File: config.mk
export PLATFORM = sky130hd
export DESIGN_NAME = button_pulse_gen
export DESIGN_NICKNAME = d
export VERILOG_FILES = /design/src/rtl/button_pulse_pkg.sv /design/src/rtl/sync_2ff.sv /design/src/rtl/button_pulse_gen.sv
export SDC_FILE = /design/constraint.sdc
export NUM_CORES = 1
export LEC_CHECK = 0
export BUFFER_PORTS_ARGS = -buffer_cell sky130_fd_sc_hd__buf_2
export CAP_MARGIN = 0
export CORE_ASPECT_RATIO = 1.75
export CORE_MARGIN = 5
export CORE_UTILIZATION = 30
export CTS_CLUSTER_DIAMETER = 150
export DETAILED_ROUTE_END_ITERATION = 8
export HOLD_SLACK_MARGIN = 0.06
export PLACE_DENSITY = 0.46
export SLEW_MARGIN = 15
export SYNTH_ARGS = -nofsm -noshare
export SYNTH_HDL_FRONTEND = slang
export SYNTH_SLANG_ARGS = --single-unit
File: constraint.sdc
create_clock -name clk -period 1.93 [get_ports clk]
set_clock_uncertainty 0.1 [all_clocks]
set_input_delay 0.2895 -clock clk [delete_from_list [all_inputs] [get_ports clk]]
set_output_delay 0.2895 -clock clk [all_outputs]
set_load 0.02 [all_outputs]
File: src/rtl/button_pulse_pkg.sv
// Shared FSM state type, default timing constants and counter sizing helper
// for the debounced button pulse generator.
package button_pulse_pkg;

  localparam int DEF_DEBOUNCE_CYCLES = 16;
  localparam int DEF_REPEAT_EN       = 1;
  localparam int DEF_REPEAT_DELAY    = 64;
  localparam int DEF_REPEAT_PERIOD   = 16;

  typedef enum logic [2:0] {
    IDLE,
    ARM,
    HELD,
    REPEAT,
    RELEASE
  } state_t;

  // Bits needed to hold values 0..max_val without wrapping.
  function automatic int cnt_width(input int max_val);
    int w;
    w = $clog2(max_val + 1);
    return (w < 1) ? 1 : w;
  endfunction

endpackage

File: src/rtl/sync_2ff.sv
// Two-flop synchronizer for one asynchronous bit; 2-cycle latency, no backpressure.
module sync_2ff (
  input  logic clk,
  input  logic rst_n,
  input  logic d,
  output logic q
);

  logic meta;

  // rst_n is active-high here: 1 clears both stages.
  always_ff @(posedge clk) begin
    if (rst_n) begin
      meta <= 1'b0;
      q    <= 1'b0;
    end else begin
      meta <= d;
      q    <= meta;
    end
  end

endmodule

File: src/rtl/button_pulse_gen.sv
// Debounces a raw button and emits one-cycle count-enable strobes (press + auto-repeat).
// Latency: press strobe DEBOUNCE_CYCLES+2 edges after first sample; no backpressure.
module button_pulse_gen
  import button_pulse_pkg::*;
#(
  parameter int DEBOUNCE_CYCLES = DEF_DEBOUNCE_CYCLES,
  parameter int REPEAT_EN       = DEF_REPEAT_EN,
  parameter int REPEAT_DELAY    = DEF_REPEAT_DELAY,
  parameter int REPEAT_PERIOD   = DEF_REPEAT_PERIOD
) (
  input  logic clk,
  input  logic rst_n,
  input  logic btn_i,
  output logic pulse_o,
  output logic level_o
);

  // REPEAT_DELAY exceeds DEBOUNCE_CYCLES and bounds REPEAT_PERIOD, so it sizes cnt.
  localparam int CNT_W = cnt_width(REPEAT_DELAY);

  localparam logic [CNT_W-1:0] CNT_ONE    = CNT_W'(1);
  localparam logic [CNT_W-1:0] CNT_MAX    = {CNT_W{1'b1}};
  localparam logic [CNT_W-1:0] DEB_LAST   = CNT_W'(DEBOUNCE_CYCLES);
  localparam logic [CNT_W-1:0] DELAY_LAST = CNT_W'(REPEAT_DELAY - 1);
  localparam logic [CNT_W-1:0] PER_LAST   = CNT_W'(REPEAT_PERIOD - 1);
  localparam bit               REP_ON     = (REPEAT_EN != 0);

  logic             btn_s;
  state_t           state, state_nxt;
  logic [CNT_W-1:0] cnt, cnt_nxt;
  logic             pulse_nxt;
  logic             level_nxt;

  sync_2ff u_sync (
    .clk   (clk),
    .rst_n (rst_n),
    .d     (btn_i),
    .q     (btn_s)
  );

  always_ff @(posedge clk) begin
    if (rst_n) begin
      state   <= IDLE;
      cnt     <= '0;
      pulse_o <= 1'b0;
      level_o <= 1'b0;
    end else begin
      state   <= state_nxt;
      cnt     <= cnt_nxt;
      pulse_o <= pulse_nxt;
      level_o <= level_nxt;
    end
  end

  always_comb begin
    state_nxt = state;
    cnt_nxt   = cnt;
    pulse_nxt = 1'b0;

    case (state)
      IDLE: begin
        if (btn_s) begin
          state_nxt = ARM;
          cnt_nxt   = CNT_ONE;
        end
      end

      ARM: begin
        if (!btn_s) begin
          state_nxt = IDLE;
          cnt_nxt   = '0;
        end else if (cnt == DEB_LAST) begin
          state_nxt = HELD;
          cnt_nxt   = '0;
          pulse_nxt = 1'b1;
        end else begin
          cnt_nxt = cnt + CNT_ONE;
        end
      end

      HELD: begin
        if (!btn_s) begin
          state_nxt = RELEASE;
          cnt_nxt   = CNT_ONE;
        end else if (REP_ON && (cnt == DELAY_LAST)) begin
          state_nxt = REPEAT;
          cnt_nxt   = '0;
          pulse_nxt = 1'b1;
        end else if (cnt != CNT_MAX) begin
          // Saturates only when repeat is off; otherwise DELAY_LAST is hit first.
          cnt_nxt = cnt + CNT_ONE;
        end
      end

      REPEAT: begin
        if (!btn_s) begin
          state_nxt = RELEASE;
          cnt_nxt   = CNT_ONE;
        end else if (cnt == PER_LAST) begin
          cnt_nxt   = '0;
          pulse_nxt = 1'b1;
        end else begin
          cnt_nxt = cnt + CNT_ONE;
        end
      end

      RELEASE: begin
        // A return to 1 is release bounce: stay pressed, restart the hold timer, no strobe.
        if (btn_s) begin
          state_nxt = HELD;
          cnt_nxt   = '0;
        end else if (cnt == DEB_LAST) begin
          state_nxt = IDLE;
          cnt_nxt   = '0;
        end else begin
          cnt_nxt = cnt + CNT_ONE;
        end
      end

      default: begin
        state_nxt = IDLE;
        cnt_nxt   = '0;
      end
    endcase

    level_nxt = (state_nxt == HELD) || (state_nxt == REPEAT) || (state_nxt == RELEASE);
  end

endmodule

---- Word level (Yosys, flattened, before mapping) ----
Index checks and enable logic that the tools add are counted.
cells by class
  equal/unequal tests ..................... 13
  add/subtract/negate cells ............... 1
  reductions and logical operators ........ 4
  muxes and demuxes ....................... 26
operators with widths
  kind                                                                     count
  7-bit 2-to-1 mux                                                         9
  7-bit case mux with 5 select lines                                       1
  3-bit 2-to-1 mux                                                         8
  3-bit case mux with 5 select lines                                       1
  3-bit by 2-bit equality test with 1-bit output, second input constant    4
  7-bit by 1-bit adder with 7-bit output, second input constant            1
  7-bit by 4-bit equality test with 1-bit output, second input constant    1
  7-bit by 5-bit equality test with 1-bit output, second input constant    1
  7-bit by 6-bit equality test with 1-bit output, second input constant    1
  7-bit inequality test, second input constant                             1
  3-bit equality test, second input constant                               2
  1-bit 2-to-1 mux                                                         6
  4-bit inequality test, second input constant                             1
  3-bit by 1-bit equality test with 1-bit output, second input constant    1
  3-bit zero test                                                          1
  1-bit case mux with 3 select lines                                       1
  1-bit logical OR                                                         2
  2-bit by 1-bit inequality test with 1-bit output, second input constant  1
  2-bit AND reduction                                                      1
word-level totals
  input port bits ......................... 3
  output and inout bits ................... 2
  register bits after elaboration ......... 14

---- Longest topological paths before layout ----
  word-level depth ........................ 7
  depth in mapped cells ................... 7

---- Cells and area by module ----
From an unflattened synthesis, not the netlist that was laid out.
unflattened totals
  cells, all modules ...................... 118
  area, all modules ....................... 928.4 µm²
by module, submodules not included
  module            cells each  area each (µm²)  times used
  button_pulse_gen  114         875.8            1
  sync_2ff          4           52.6             1

---- Least setup slack after synthesis ----
No wires, ideal clock.
  kind .................................... register to register
  from .................................... reg cnt[0]
  to ...................................... reg cnt[6]
  cell stages (with the launch flop) ...... 8
  clock period less this slack ............ 1635 ps
  slack ................................... 295 ps
  arrival time ............................ 1456 ps
  path buffers ............................ 0
  library setup time ...................... 79 ps
  cells stage by stage .................... dfxtp_1 -> inv_1 -> ha_1 -> nand4bb_2 -> o31ai_1 -> a21o_1 -> a221o_1 -> a211oi_2
on the way
  cells in the longest elaborated chain, start to end .. 5
RTL lines
  item                                    line                    RTL
  start: declaration                      button_pulse_gen.sv:30  logic [CNT_W-1:0] cnt, cnt_nxt;
  start signal: assignment                button_pulse_gen.sv:49  cnt <= cnt_nxt;
  7-bit by 1-bit adder with 7-bit output  -
  7-bit 2-to-1 mux                        button_pulse_gen.sv:89  end else if (cnt != CNT_MAX) begin
  7-bit 2-to-1 mux                        button_pulse_gen.sv:85  end else if (REP_ON && (cnt == DELAY_LAST)) begin
  7-bit 2-to-1 mux                        button_pulse_gen.sv:82  if (!btn_s) begin
  7-bit case mux with 5 select lines      button_pulse_gen.sv:60  case (state)
Several ways; a longest one is shown, not always the timed one. The select of a mux whose other input is x is not followed.
A chain may end at the register's enable or synchronous reset.

---- Worst setup path after layout ----
Same ends and word-level chain as after synthesis.

==> impl_metrics.json <==
{
  "wl_per_cell_um": 16.3,
  "clockPowerShare": 0.424,
  "cts_buffers": 3,
  "worst_slew_pin_slew_ns": 0.434,
  "pwr-share-seq": 0.516,
  "synth_compound_area_frac": 0.268,
  "grt_max_degree": 15,
  "p_sw_mw": 0.136,
  "drt_wl_total_um": 2430,
  "synth_xor_area_frac": 0,
  "cp-end-kind": "flip-flop",
  "finalHoldViolCount": 0,
  "synth_fa_ha_area_frac": 0.0276,
  "finalCriticalPeriod_ns": 1.85,
  "cts_max_path_buffers": 2,
  "status": "finished clean",
  "hold_class": "in2reg",
  "drive_gt1_frac": 0.231,
  "post-dp-hpwl_um": 1790,
  "grt-ovfl-total": 0,
  "worstPathRequired_ns": 2.00,
  "timing_max_transition_violations_final": 0,
  "die_y_um": 82.7,
  "ir_drop_mv": 0.244,
  "avgSynthCellArea_um2": 7.96,
  "placed_area_um2": 970,
  "crit_path_max_fanout": 7,
  "design_area_um2": 1040,
  "synthArstFlopShare": 0,
  "synth_edf_count": 0,
  "setup_violations": 0,
  "dieArea_um2": 4270,
  "final_antenna_net_count": 0,
  "wl_met2_um": 1340,
  "gp_congestion": 0.795,
  "num_rows": 26,
  "muxShareOfSynthArea": 0.0110,
  "synth_nets": 119,
  "synth_warnings": 0,
  "timing.setup.tns_ns": 0,
  "insertion_delay_ns": 0.25,
  "cts_root_buffer": "clkbuf_8",
  "cts_num_sinks": 14,
  "synth_top_area_share": 0.309,
  "rsz0062_at_grt": "true",
  "htree_levels": 1,
  "core_area_um2": 2930,
  "leakage_nw": 0.340,
  "drtIter0Drc": 24,
  "drc": 0,
  "start_util": 0.310,
  "syn-cell-area_um2": 907,
  "grt_use_total": 0.121,
  "synth_top_family_by_area": "simple AND/OR/NAND/NOR gates",
  "synth_top_area_cell": "dfxtp_1",
  "slew_headroom": 0.710,
  "area_delta_synth_final_pct": 14.2,
  "met3WireLength_um": 41,
  "diodes": 0,
  "grt_pass1_wl_um": 3870,
  "p_int_mw": 0.445,
  "p_comb_frac": 0.059,
  "die_w_um": 51.6,
  "seq_area_frac_synth": 0.309,
  "yosys-top-cells-count": "dfxtp_1 (14), nand3_1 (14), nor2_1 (12), nand2_1 (9), a21oi_1 (7)",
  "drv_cap": 0,
  "fmax_mhz": 541,
  "powerDensity_nw_per_um2": 561,
  "path_class": "reg2reg",
  "antenna_found_initial": 0,
  "cts_hold_buf": 0,
  "synthDistinctLibCells": 44,
  "power_switching_share": 0.234,
  "whs_ns": 0.150,
  "cts_tree": "built",
  "syn_inst": 114,
  "yosys.area_share.simple": 0.319,
  "arrival_ns": 1.92,
  "wl_met1_um": 991,
  "path_clk_slew_ns": 0.06,
  "synth_area_leaders": "dfxtp_1 (31%), nand3_1 (7.7%), nor2_1 (5.0%)",
  "drt_pass1_iterations": 4,
  "utilization": 0.354,
  "via_count": 853,
  "power_mw": 0.581,
  "synth.ff_latch_count": 14,
  "fin_crit_sh": 0.958,
  "io_pins": 5,
  "top_layer_used": "met4",
  "via_per_inst": 5.72,
  "grt_pass1_vias": 834,
  "ys.flop_type": "dfxtp_1",
  "port_buffers": 4,
  "nets": 128,
  "start_kind": "flip-flop"
}
## power groups by stage
stage	registers, mW	clock network (mW)	logic [mW]
2_1_floorplan	0.302	0	0.0249
3_3_place_gp	0.306	0	0.0343
3_5_place_dp	0.306	0	0.0345
4_1_cts	0.300	0.251	0.0346
5_1_grt	0.300	0.267	0.0377
6_report	0.300	0.247	0.0345
## layout make-up
cell class / count / area [um^2]
flip-flops and latches: 14 / 283
multi-input cells: 89 / 589
repair buffers: 11 / 72.6
clock buffers: 3 / 41.3
fillers: 316 / 1890
well taps: 28 / 35.0
inverters: 4 / 15.0
## stage by stage
| step | cells | setup WS [ns] |
|---|---|---|
| finish | 149 | 0.0810 |
| global route | 149 | -0.131 |
| CTS | 149 | 0.0726 |
| detailed placement | 146 | 0.0866 |
| global placement | 146 | 0.130 |
| floorplan | 114 | 0.295 |
## what timing repair did
item / in CTS / in global routing
buffers inserted: 0 / 0
setup endpoints to repair: 0 / 4
gates resized for setup: 0 / 6
## worst paths after layout
kind | startpoint | to | slack [ns] | depth (start not counted)
max | cnt[0] | cnt[6] | 0.08 | 7
min | btn_i | u_sync.meta | 0.15 | 2
max reg2reg | cnt[0] | cnt[6] | 0.08 | 7
min reg2reg | u_sync.meta | u_sync.q | 0.34 | 1
## critical path, stage by stage, from the launching register on
cell,delay [ns]
dfxtp_1,0.40
inv_1,0.08
ha_1,0.21
nand4bb_2,0.17
o31ai_1,0.11
a21o_1,0.18
a221o_1,0.32
a211oi_2,0.21
## routing by layer
layer / global-route usage / up-vias
met1: 0.127 / 397
met2: 0.226 / 9
met5: 0 / -
met3: 0.0180 / 6
met4: 0.0656 / 0
li1: - / 441
## flip-flops by register name (all words and copies together) (netlist names)
register     cells
cnt              7
level_o          1
pulse_o          1
state            3
u_sync.meta      1
u_sync.q         1
## cells in the final DEF (no fill, tap or decap), drive strengths merged, types with 2 or more instances in the layout
cell type   n
a21oi       7
a211oi      3
or2         3
nor2b       2
nor3        3
nor2       12
clkbuf      3
buf        11
o21ai       6
o31ai       3
a2111oi     2
nand3      15
o2111ai     2
ha          2
dfxtp      14
inv         4
nand2      10
a31oi       3
## kinds of logic after synthesis
| logic type | count (synthesis) |
|---|---|
| AOI/OAI and AO/OA | 33 |
| buffers and inverters | 11 |
| DFF | 14 |
| and+or+nand+nor | 53 |
| adders and majority gates | 2 |
| muxes | 1 |
Power figures use the tool's default switching activity.
